===== src/rtl/mux_tree_pkg.sv =====
// ============================================================================
// Module   : mux_tree_pkg
// Brief    : Shared sizing helpers for the ccff-configured routing mux tree.
// Revision : 1.0 - initial release
// ============================================================================
`default_nettype none

package mux_tree_pkg;

  // Ceiling log2; returns 0 for n <= 1.
  function automatic int clog2(input int n);
    int r;
    r = 0;
    for (int v = n - 1; v > 0; v = v >> 1) begin
      r = r + 1;
    end
    return r;
  endfunction

  // The enable bit sits directly above the select field in {enable, sel}.
  function automatic int cfg_enable_bit(input int num_in);
    return clog2(num_in);
  endfunction

  // Configuration word width, also used by the bitstream generator.
  function automatic int cfg_w(input int num_in);
    return clog2(num_in) + 1;
  endfunction

  // Reference build size.
  localparam int DEFAULT_NUM_IN     = 4;
  localparam int CFG_ENABLE_BIT     = cfg_enable_bit(DEFAULT_NUM_IN);
  localparam int DEFAULT_CFG_W      = cfg_w(DEFAULT_NUM_IN);

endpackage : mux_tree_pkg

`default_nettype wire


===== src/rtl/mux_tree_ccff_chain.sv =====
// ============================================================================
// Module   : mux_tree_ccff_chain
// Brief    : Configuration shift chain with length-checked commit into the
//            active configuration register. MUX_TREE_CCFF_PARITY_EN appends
//            an odd-parity LSB to the chain.
// Revision : 1.0 - initial release
// ============================================================================
`default_nettype none

module mux_tree_ccff_chain
  import mux_tree_pkg::*;
#(
  parameter int CFG_W = DEFAULT_CFG_W
) (
  input  logic             prog_clk,
  input  logic             pReset_n,
  input  logic             ccff_head,
  input  logic             shift_en,
  input  logic             commit,
  output logic             ccff_tail,
  output logic [CFG_W-1:0] act,
  output logic             cfg_valid,
  output logic             cfg_err
);

`ifdef MUX_TREE_CCFF_PARITY_EN
  localparam int CHAIN_W = CFG_W + 1;
`else
  localparam int CHAIN_W = CFG_W;
`endif
  localparam int             CNT_W    = clog2(CHAIN_W + 1);
  localparam logic [CNT_W-1:0] CNT_FULL = CNT_W'(CHAIN_W);

  logic [CHAIN_W-1:0] sr_q, sr_d;
  logic [CNT_W-1:0]   cnt_q, cnt_d;
  logic [CFG_W-1:0]   act_q, act_d;
  logic               cfg_valid_q, cfg_valid_d;
  logic               cfg_err_q, cfg_err_d;

  logic full;
  logic parity_ok;
  logic accept;

  always_comb begin
    full = (cnt_q == CNT_FULL);
`ifdef MUX_TREE_CCFF_PARITY_EN
    parity_ok = ^sr_q;
`else
    parity_ok = 1'b1;
`endif
    accept = commit && full && parity_ok;
  end

  always_comb begin
    sr_d = sr_q;
    if (shift_en) begin
      sr_d = {sr_q[CHAIN_W-2:0], ccff_head};
    end
  end

  // A commit always restarts the count; a shift in the same cycle is its first bit.
  always_comb begin
    cnt_d = cnt_q;
    if (commit) begin
      cnt_d = shift_en ? CNT_W'(1) : '0;
    end else if (shift_en && !full) begin
      cnt_d = cnt_q + 1'b1;
    end
  end

  always_comb begin
    act_d       = act_q;
    cfg_valid_d = cfg_valid_q;
    cfg_err_d   = cfg_err_q;
    if (accept) begin
      act_d       = sr_q[CHAIN_W-1 -: CFG_W];
      cfg_valid_d = 1'b1;
    end
    if (commit) begin
      cfg_err_d = !accept;
    end
  end

  always_ff @(posedge prog_clk or negedge pReset_n) begin
    if (!pReset_n) begin
      sr_q        <= '0;
      cnt_q       <= '0;
      act_q       <= '0;
      cfg_valid_q <= 1'b0;
      cfg_err_q   <= 1'b0;
    end else begin
      sr_q        <= sr_d;
      cnt_q       <= cnt_d;
      act_q       <= act_d;
      cfg_valid_q <= cfg_valid_d;
      cfg_err_q   <= cfg_err_d;
    end
  end

  assign ccff_tail = sr_q[CHAIN_W-1];
  assign act       = act_q;
  assign cfg_valid = cfg_valid_q;
  assign cfg_err   = cfg_err_q;

endmodule : mux_tree_ccff_chain

`default_nettype wire


===== src/rtl/mux_tree_ccff.sv =====
// ============================================================================
// Module   : mux_tree_ccff
// Brief    : NUM_IN:1 routing mux with ccff-loaded, double-buffered config.
//            Optional chain parity via MUX_TREE_CCFF_PARITY_EN.
// Revision : 1.0 - initial release
// ============================================================================
`default_nettype none

module mux_tree_ccff
  import mux_tree_pkg::*;
#(
  parameter int   NUM_IN    = DEFAULT_NUM_IN,
  parameter logic CONST_VAL = 1'b1
) (
  input  logic              prog_clk,
  input  logic              pReset_n,
  input  logic [NUM_IN-1:0] in,
  input  logic              ccff_head,
  input  logic              shift_en,
  input  logic              commit,
  output logic              ccff_tail,
  output logic              out,
  output logic              cfg_valid,
  output logic              cfg_err
);

  localparam int SEL_W  = clog2(NUM_IN);
  localparam int CFG_W  = cfg_w(NUM_IN);
  localparam int EN_BIT = cfg_enable_bit(NUM_IN);
  localparam int LEAVES = 1 << SEL_W;

  logic [CFG_W-1:0] act;
  logic [SEL_W-1:0] sel;
  logic             en;
  logic             in_range;

  mux_tree_ccff_chain #(
    .CFG_W (CFG_W)
  ) u_chain (
    .prog_clk  (prog_clk),
    .pReset_n  (pReset_n),
    .ccff_head (ccff_head),
    .shift_en  (shift_en),
    .commit    (commit),
    .ccff_tail (ccff_tail),
    .act       (act),
    .cfg_valid (cfg_valid),
    .cfg_err   (cfg_err)
  );

  assign sel      = act[SEL_W-1:0];
  assign en       = act[EN_BIT];
  assign in_range = ({1'b0, sel} < (SEL_W+1)'(NUM_IN));

  // Binary heap of MUX2 nodes: heap node k lives at node[k-1], leaf j at heap LEAVES+j.
  logic [2*LEAVES-2:0] node;

  for (genvar j = 0; j < LEAVES; j++) begin : g_leaf
    if (j < NUM_IN) begin : g_in
      assign node[LEAVES-1+j] = in[j];
    end else begin : g_pad
      assign node[LEAVES-1+j] = CONST_VAL;
    end
  end

  for (genvar d = 0; d < SEL_W; d++) begin : g_level
    for (genvar i = 0; i < (1 << d); i++) begin : g_mux2
      localparam int K = (1 << d) + i;
      assign node[K-1] = sel[SEL_W-1-d] ? node[2*K] : node[2*K-1];
    end
  end

  assign out = (en && in_range) ? node[0] : CONST_VAL;

endmodule : mux_tree_ccff

`default_nettype wire


===== config.mk =====
export PLATFORM = sky130hd
export DESIGN_NAME = mux_tree_ccff
export DESIGN_NICKNAME = d
export VERILOG_FILES = /design/src/rtl/mux_tree_pkg.sv /design/src/rtl/mux_tree_ccff_chain.sv /design/src/rtl/mux_tree_ccff.sv
export SDC_FILE = /design/constraint.sdc
export NUM_CORES = 1
export LEC_CHECK = 0
export ABC_AREA = 1
export BUFFER_PORTS_ARGS = -buffer_cell sky130_fd_sc_hd__buf_2
export CAP_MARGIN = 10
export CORE_AREA = 8 8 45 47
export DETAILED_ROUTE_END_ITERATION = 12
export DIE_AREA = 0 0 53 55
export PLACE_DENSITY = 0.6
export SYNTH_ARGS = -nofsm -noshare
export SYNTH_HDL_FRONTEND = slang
export SYNTH_HIERARCHICAL = 1
export SYNTH_SLANG_ARGS = --single-unit

===== constraint.sdc =====
create_clock -name prog_clk -period 1 [get_ports prog_clk]
set_clock_uncertainty 0.05 [all_clocks]
set_input_delay 0.1 -clock prog_clk [delete_from_list [all_inputs] [get_ports prog_clk]]
set_output_delay 0.1 -clock prog_clk [all_outputs]
set_load 0.02 [all_outputs]

# After elaboration in Yosys (flattened, before gate mapping)
# Cells that the tools add are included.
# W data, S select, Z words.
# totals
reg_bits	10
in_bits	9
output_inout_bits	4
elab_cells	19
# classes
add_sub_neg	1
n_eq_ne	1
n_mux	7
reduce_logical	5
# op_table
cell	n
$mux W1	5
$mux W2	2
$add A2 B1 Y2 const B	1
$eq A2 B2 Y1 const B	1
$logic_and A1 B1 Y1	2
$logic_not A1 Y1	2
$reduce_bool A2 Y1	1

# Logic depth before layout (Yosys ltp)
# depth
word_depth	5
ltp_mapped	6
mapped_depth_nobuf	6

# Modules after synthesis
# Netlist, hierarchy kept.
# by_module_without_submodules
mod	n_inst	cells_each	area_each_um2	seq_area_each_um2
mux_tree_ccff_chain	1	44	409.1	250.2
mux_tree_ccff	1	10	40.0	0.0

# Least setup slack after synthesis
# Ideal clock, no wire load.
# synth_timing
kind	register -> register
startpoint	register u_chain.cnt_q[0]
endpoint	register u_chain.cfg_valid_q (netlist: u_chain/cfg_valid)
setup_time_ns	0.124
t_arrival_ns	0.917
required_time_ns	0.826
setup_slack_ns	-0.091
stages_incl_launch_ff	5
n_path_buf	0
period_less_slack_ns	1.091
cell_sequence	dfrtp_1 ha_1 nand2_2 inv_2 or2_1
# synth_between
elab_chain_cells	2
# synth_lines
element	line	text
start: declaration	mux_tree_ccff_chain.sv:35	logic [CNT_W-1:0] cnt_q, cnt_d;
start signal: assignment	mux_tree_ccff_chain.sv:93	cnt_q <= cnt_d;
$eq A2 B2 Y1	mux_tree_ccff_chain.sv:45	full = (cnt_q == CNT_FULL);
$logic_and A1 B1 Y1	mux_tree_ccff_chain.sv:51	accept = commit && full && parity_ok;
end signal: assignment	mux_tree_ccff_chain.sv:95	cfg_valid_q <= cfg_valid_d;
end: declaration	mux_tree_ccff_chain.sv:37	logic cfg_valid_q, cfg_valid_d;
# No other way between the ends.
# A chain may end at the register's enable or synchronous reset.

# Final worst setup path
# layout_timing
startpoint	register u_chain.act_q[0] (netlist: u_chain/act[0])
endpoint	output port out
# layout_between
elab_chain_cells	3
elab_cells_between_ends	4
cone_classes	mux (4)
# layout_lines
element	line	text
start: declaration	mux_tree_ccff_chain.sv:36	logic [CFG_W-1:0] act_q, act_d;
start signal: assignment	mux_tree_ccff_chain.sv:94	act_q <= act_d;
$mux W1	mux_tree_ccff.sv:69	assign node[K-1] = sel[SEL_W-1-d] ? node[2*K] : node[2*K-1];
$mux W1 *	mux_tree_ccff.sv:69	
$mux W1 *	mux_tree_ccff.sv:73	assign out = (en && in_range) ? node[0] : CONST_VAL;
end: declaration	mux_tree_ccff.sv:22	output logic out,
# Every way passes the cells marked *; elsewhere a longest branch is shown, timed or not.

==> impl_metrics.py <==
metrics = {
    "synth": {
        "synth_most_common_cell": "nand2_1",
        "synth_edf_count": 0,
        "ys_ff_latch": 10,
        "synth-main-ff-cell": "dfrtp_1",
        "syn-num-nets": 64,
        "synthTopCellsByCount": "18 x nand2_1, 10 x dfrtp_1, 7 x inv_1, 7 x o21ai_0, 4 x nand3_1",
        "ys_types": 12,
        "yosys.area.top_type_share": 0.557,
        "async_reset_ff_frac": 1.00,
        "ys_seq_area_frac": 0.557,
        "synth_area_leader_cell": "dfrtp_1",
        "avgSynthCellArea_sq_um": 8.32,
        "synth_top_cells_by_area": "dfrtp_1 56%, nand2_1 15%, o21ai_0 7.8%, inv_1 5.8%, nand3_1 4.5%",
        "yosys_warnings": 6,
        "netlist_instances": 54,
        "syn_area_sq_um": 449,
    },
    "min_path": {
        "min_from": "commit",
        "hold_class": "input pin to flop",
        "min_path_cells": 3,
        "worstHoldEndpoint": "u_chain/cfg_err",
    },
    "global_routing": {
        "grt_util_all_layers": 0.0805,
        "grt_max_degree": 11,
        "grt_remaining_overflow": 0,
        "antenna_found_initial": 0,
        "grt_pass1_wl_um": 1680,
        "grt_pass1_vias": 409,
    },
    "timing": {
        "finalMaxSlewViolations": 0,
        "worstMarginPinSlew_ns": 0.231,
        "rsz0062_at_grt": "true",
        "min_period_ns": 1.21,
        "max_freq_mhz": 826,
        "setup_viol": 7,
        "max-slew-margin-rel": 0.846,
        "finalWorstSetupSlack_ns": -0.210,
        "fin_crit_sh": 1.21,
        "hold_viol_final": 0,
    },
    "clocking": {
        "cts_buffer_depth": 2,
        "path_clk_slew_ns": 0.06,
        "clock-sinks": 10,
        "cts_tree": "yes",
        "cts_htree_levels": 1,
        "clk-insertion-delay-late_ns": 0.26,
        "cts_buffers": 3,
        "root_buffer": "clkbuf_4",
    },
    "placement": {
        "dp.cells": 85,
        "dp_hpwl_um": 702,
        "gp_congestion": 0.714,
        "portBuffers": 12,
    },
    "layout": {
        "ff_latch_area_sq_um": 250,
        "multi_input_area_sq_um": 213,
        "antennaDiodeCount": 0,
        "nets": 87,
        "fin_cells": 91,
        "syn_to_final_growth_pct": 49.9,
        "nFillCells": 131,
        "drive_above_1_share": 0.427,
    },
    "die": {
        "core-area_sq_um": 1380,
        "pin_count": 13,
        "rows": 14,
        "die_y_um": 55,
        "initial_core_util": 0.325,
        "die_w_um": 53,
        "die_area_sq_um": 2920,
    },
    "detailed_routing": {
        "post_drt_wl_per_cell_um": 11.1,
        "drt_iter0_drc": 10,
        "route.detailed.drc": 0,
        "dr.pass1.iters": 5,
        "ant_nets": 0,
        "wirelength_um": 1010,
        "vias_per_cell": 4.55,
        "vias": 414,
    },
    "power": {
        "pwr-share-clk": 0.201,
        "vdd_drop_max_mv": 0.738,
        "switching_share": 0.333,
        "p_int_mw": 0.864,
        "total_power_mw": 1.30,
        "p_leak_nw": 0.343,
        "p_seq_frac": 0.452,
        "p_per_area_nw_per_um2": 1930,
        "power_frac_comb": 0.348,
        "switching_power_mw": 0.432,
    },
    "critical_path": {
        "reg2reg_to": "u_chain/cfg_valid",
        "worst_setup_path_end_kind": "output port",
        "cp.arrival_ns": 1.06,
        "critPathLaunchType": "flop",
        "crit_required_ns": 0.85,
        "rrSetupSlack_ns": -0.10,
        "worstSetupPathType": "flop to output port",
        "rr_startpoint": "u_chain/cnt_q[1]",
        "cp_max_fo": 4,
        "worstRegToRegCells": 4,
    },
    "job": {
        "maxCapViolCount": 0,
    },
    "status": {
        "status": "complete, but fails checks",
        "violations": "setup timing",
    },
}
[metal layers]
layer  up-vias  share of wire  global-route usage
met1       188           0.40              0.0749
met4         0          0.012              0.0647
li1        217              -                   -
met5         -              0                   0
met3         2          0.078              0.0374
met2         7           0.51               0.135
[logic make-up (layout without fill, tap and decap cells)]
| kind of cell | after synthesis | count (layout) | share of synthesized area |
|---|---|---|---|
| AND/OR/NAND/NOR | 27 | 27 | 0.254 |
| flip-flops | 10 | 10 | 0.557 |
| buffers and inverters | 9 | 30 | 0.0836 |
| AO/OA/AOI/OAI | 7 | 7 | 0.0780 |
| adder cells (fa/ha/maj) | 1 | 1 | 0.0279 |
[registers in the layout (all words and copies together) (netlist names)]
name / count
u_chain/cfg_err: 1
u_chain/sr_q: 3
u_chain/act: 3
u_chain/cnt_q: 2
u_chain/cfg_valid: 1
[repair_timing]
| action | 4_1_cts | 5_1_grt |
|---|---|---|
| pin swaps | 0 | 4 |
| setup buffers | 1 | 0 |
| gates resized for setup | 10 | 11 |
| hold buffers | 2 | 0 |
| setup endpoints to repair | 7 | 8 |
| endpoints found under the hold margin | 11 | 0 |
[power by group through the flow]
stage                     clock network, mW  logic, mW  registers (mW)
after floorplan                           0      0.189           0.604
final                                 0.260      0.451           0.585
after detailed placement                  0      0.335           0.581
after CTS                             0.281      0.411           0.570
after global placement                    0      0.325           0.577
after global routing                  0.295      0.499           0.597
[final cells by class]
cell class | instances | area share
clock buffers | 3 | 0.0335
inverters | 8 | 0.0483
multi-input cells | 35 | 0.316
flip-flops and latches | 10 | 0.372
well taps | 16 | 0.0297
repair buffers | 19 | 0.201
[worst max path at each step]
| stage | start | to | slack, ns | depth (start not counted) |
|---|---|---|---|---|
| after floorplan | u_chain/cnt_q[0] | u_chain/cfg_valid | -0.03 | 4 |
| after global placement | u_chain/cnt_q[1] | u_chain/cfg_valid | -0.02 | 4 |
| after detailed placement | u_chain/cnt_q[1] | u_chain/cfg_valid | -0.04 | 4 |
| after CTS | u_chain/act[0] | out | -0.24 | 6 |
| after global routing | u_chain/act[0] | out | -0.27 | 6 |
| final | u_chain/act[0] | out | -0.21 | 6 |
[metrics by stage]
step	area (sq um)	setup slack (ns)	hold WS (ns)	util	setup TNS (ns)
after CTS	628	-0.236	0.0995	0.454	-0.371
after global placement	559	-0.0231	-0.0777	0.404	-0.0357
after detailed placement	559	-0.0388	-0.0765	0.404	-0.133
final	673	-0.210	0.120	0.486	-0.388
after floorplan	457	-0.0267	-0.246	-	-0.0267
after global routing	673	-0.267	0.132	0.486	-0.758
[worst max-delay path: stages (launching register included)]
cell	delay [ns]
dfrtp_1	0.41
inv_2	0.07
nand2_1	0.06
nand3_2	0.05
nand2_1	0.04
nand2_1	0.06
buf_6	0.11
[layout by cell type (no fill, tap or decap)]
master,Yosys,layout
nand3_2,0,2
nor2_4,0,1
dfrtp_1,10,10
o21ai_0,7,4
buf_6,0,4
o21ai_1,0,2
buf_4,1,2
nand2_4,0,2
nor2_1,2,1
o21ai_2,0,1
ha_4,0,1
inv_2,1,2
clkbuf_4,0,3
inv_4,0,1
nand3_1,4,2
dlygate4sd3_1,0,2
buf_2,0,11
inv_1,7,5
nand2_2,1,2
nand4_1,1,1
nand2_1,18,15
or2_1,1,1
Power figures use the tool's default switching activity.
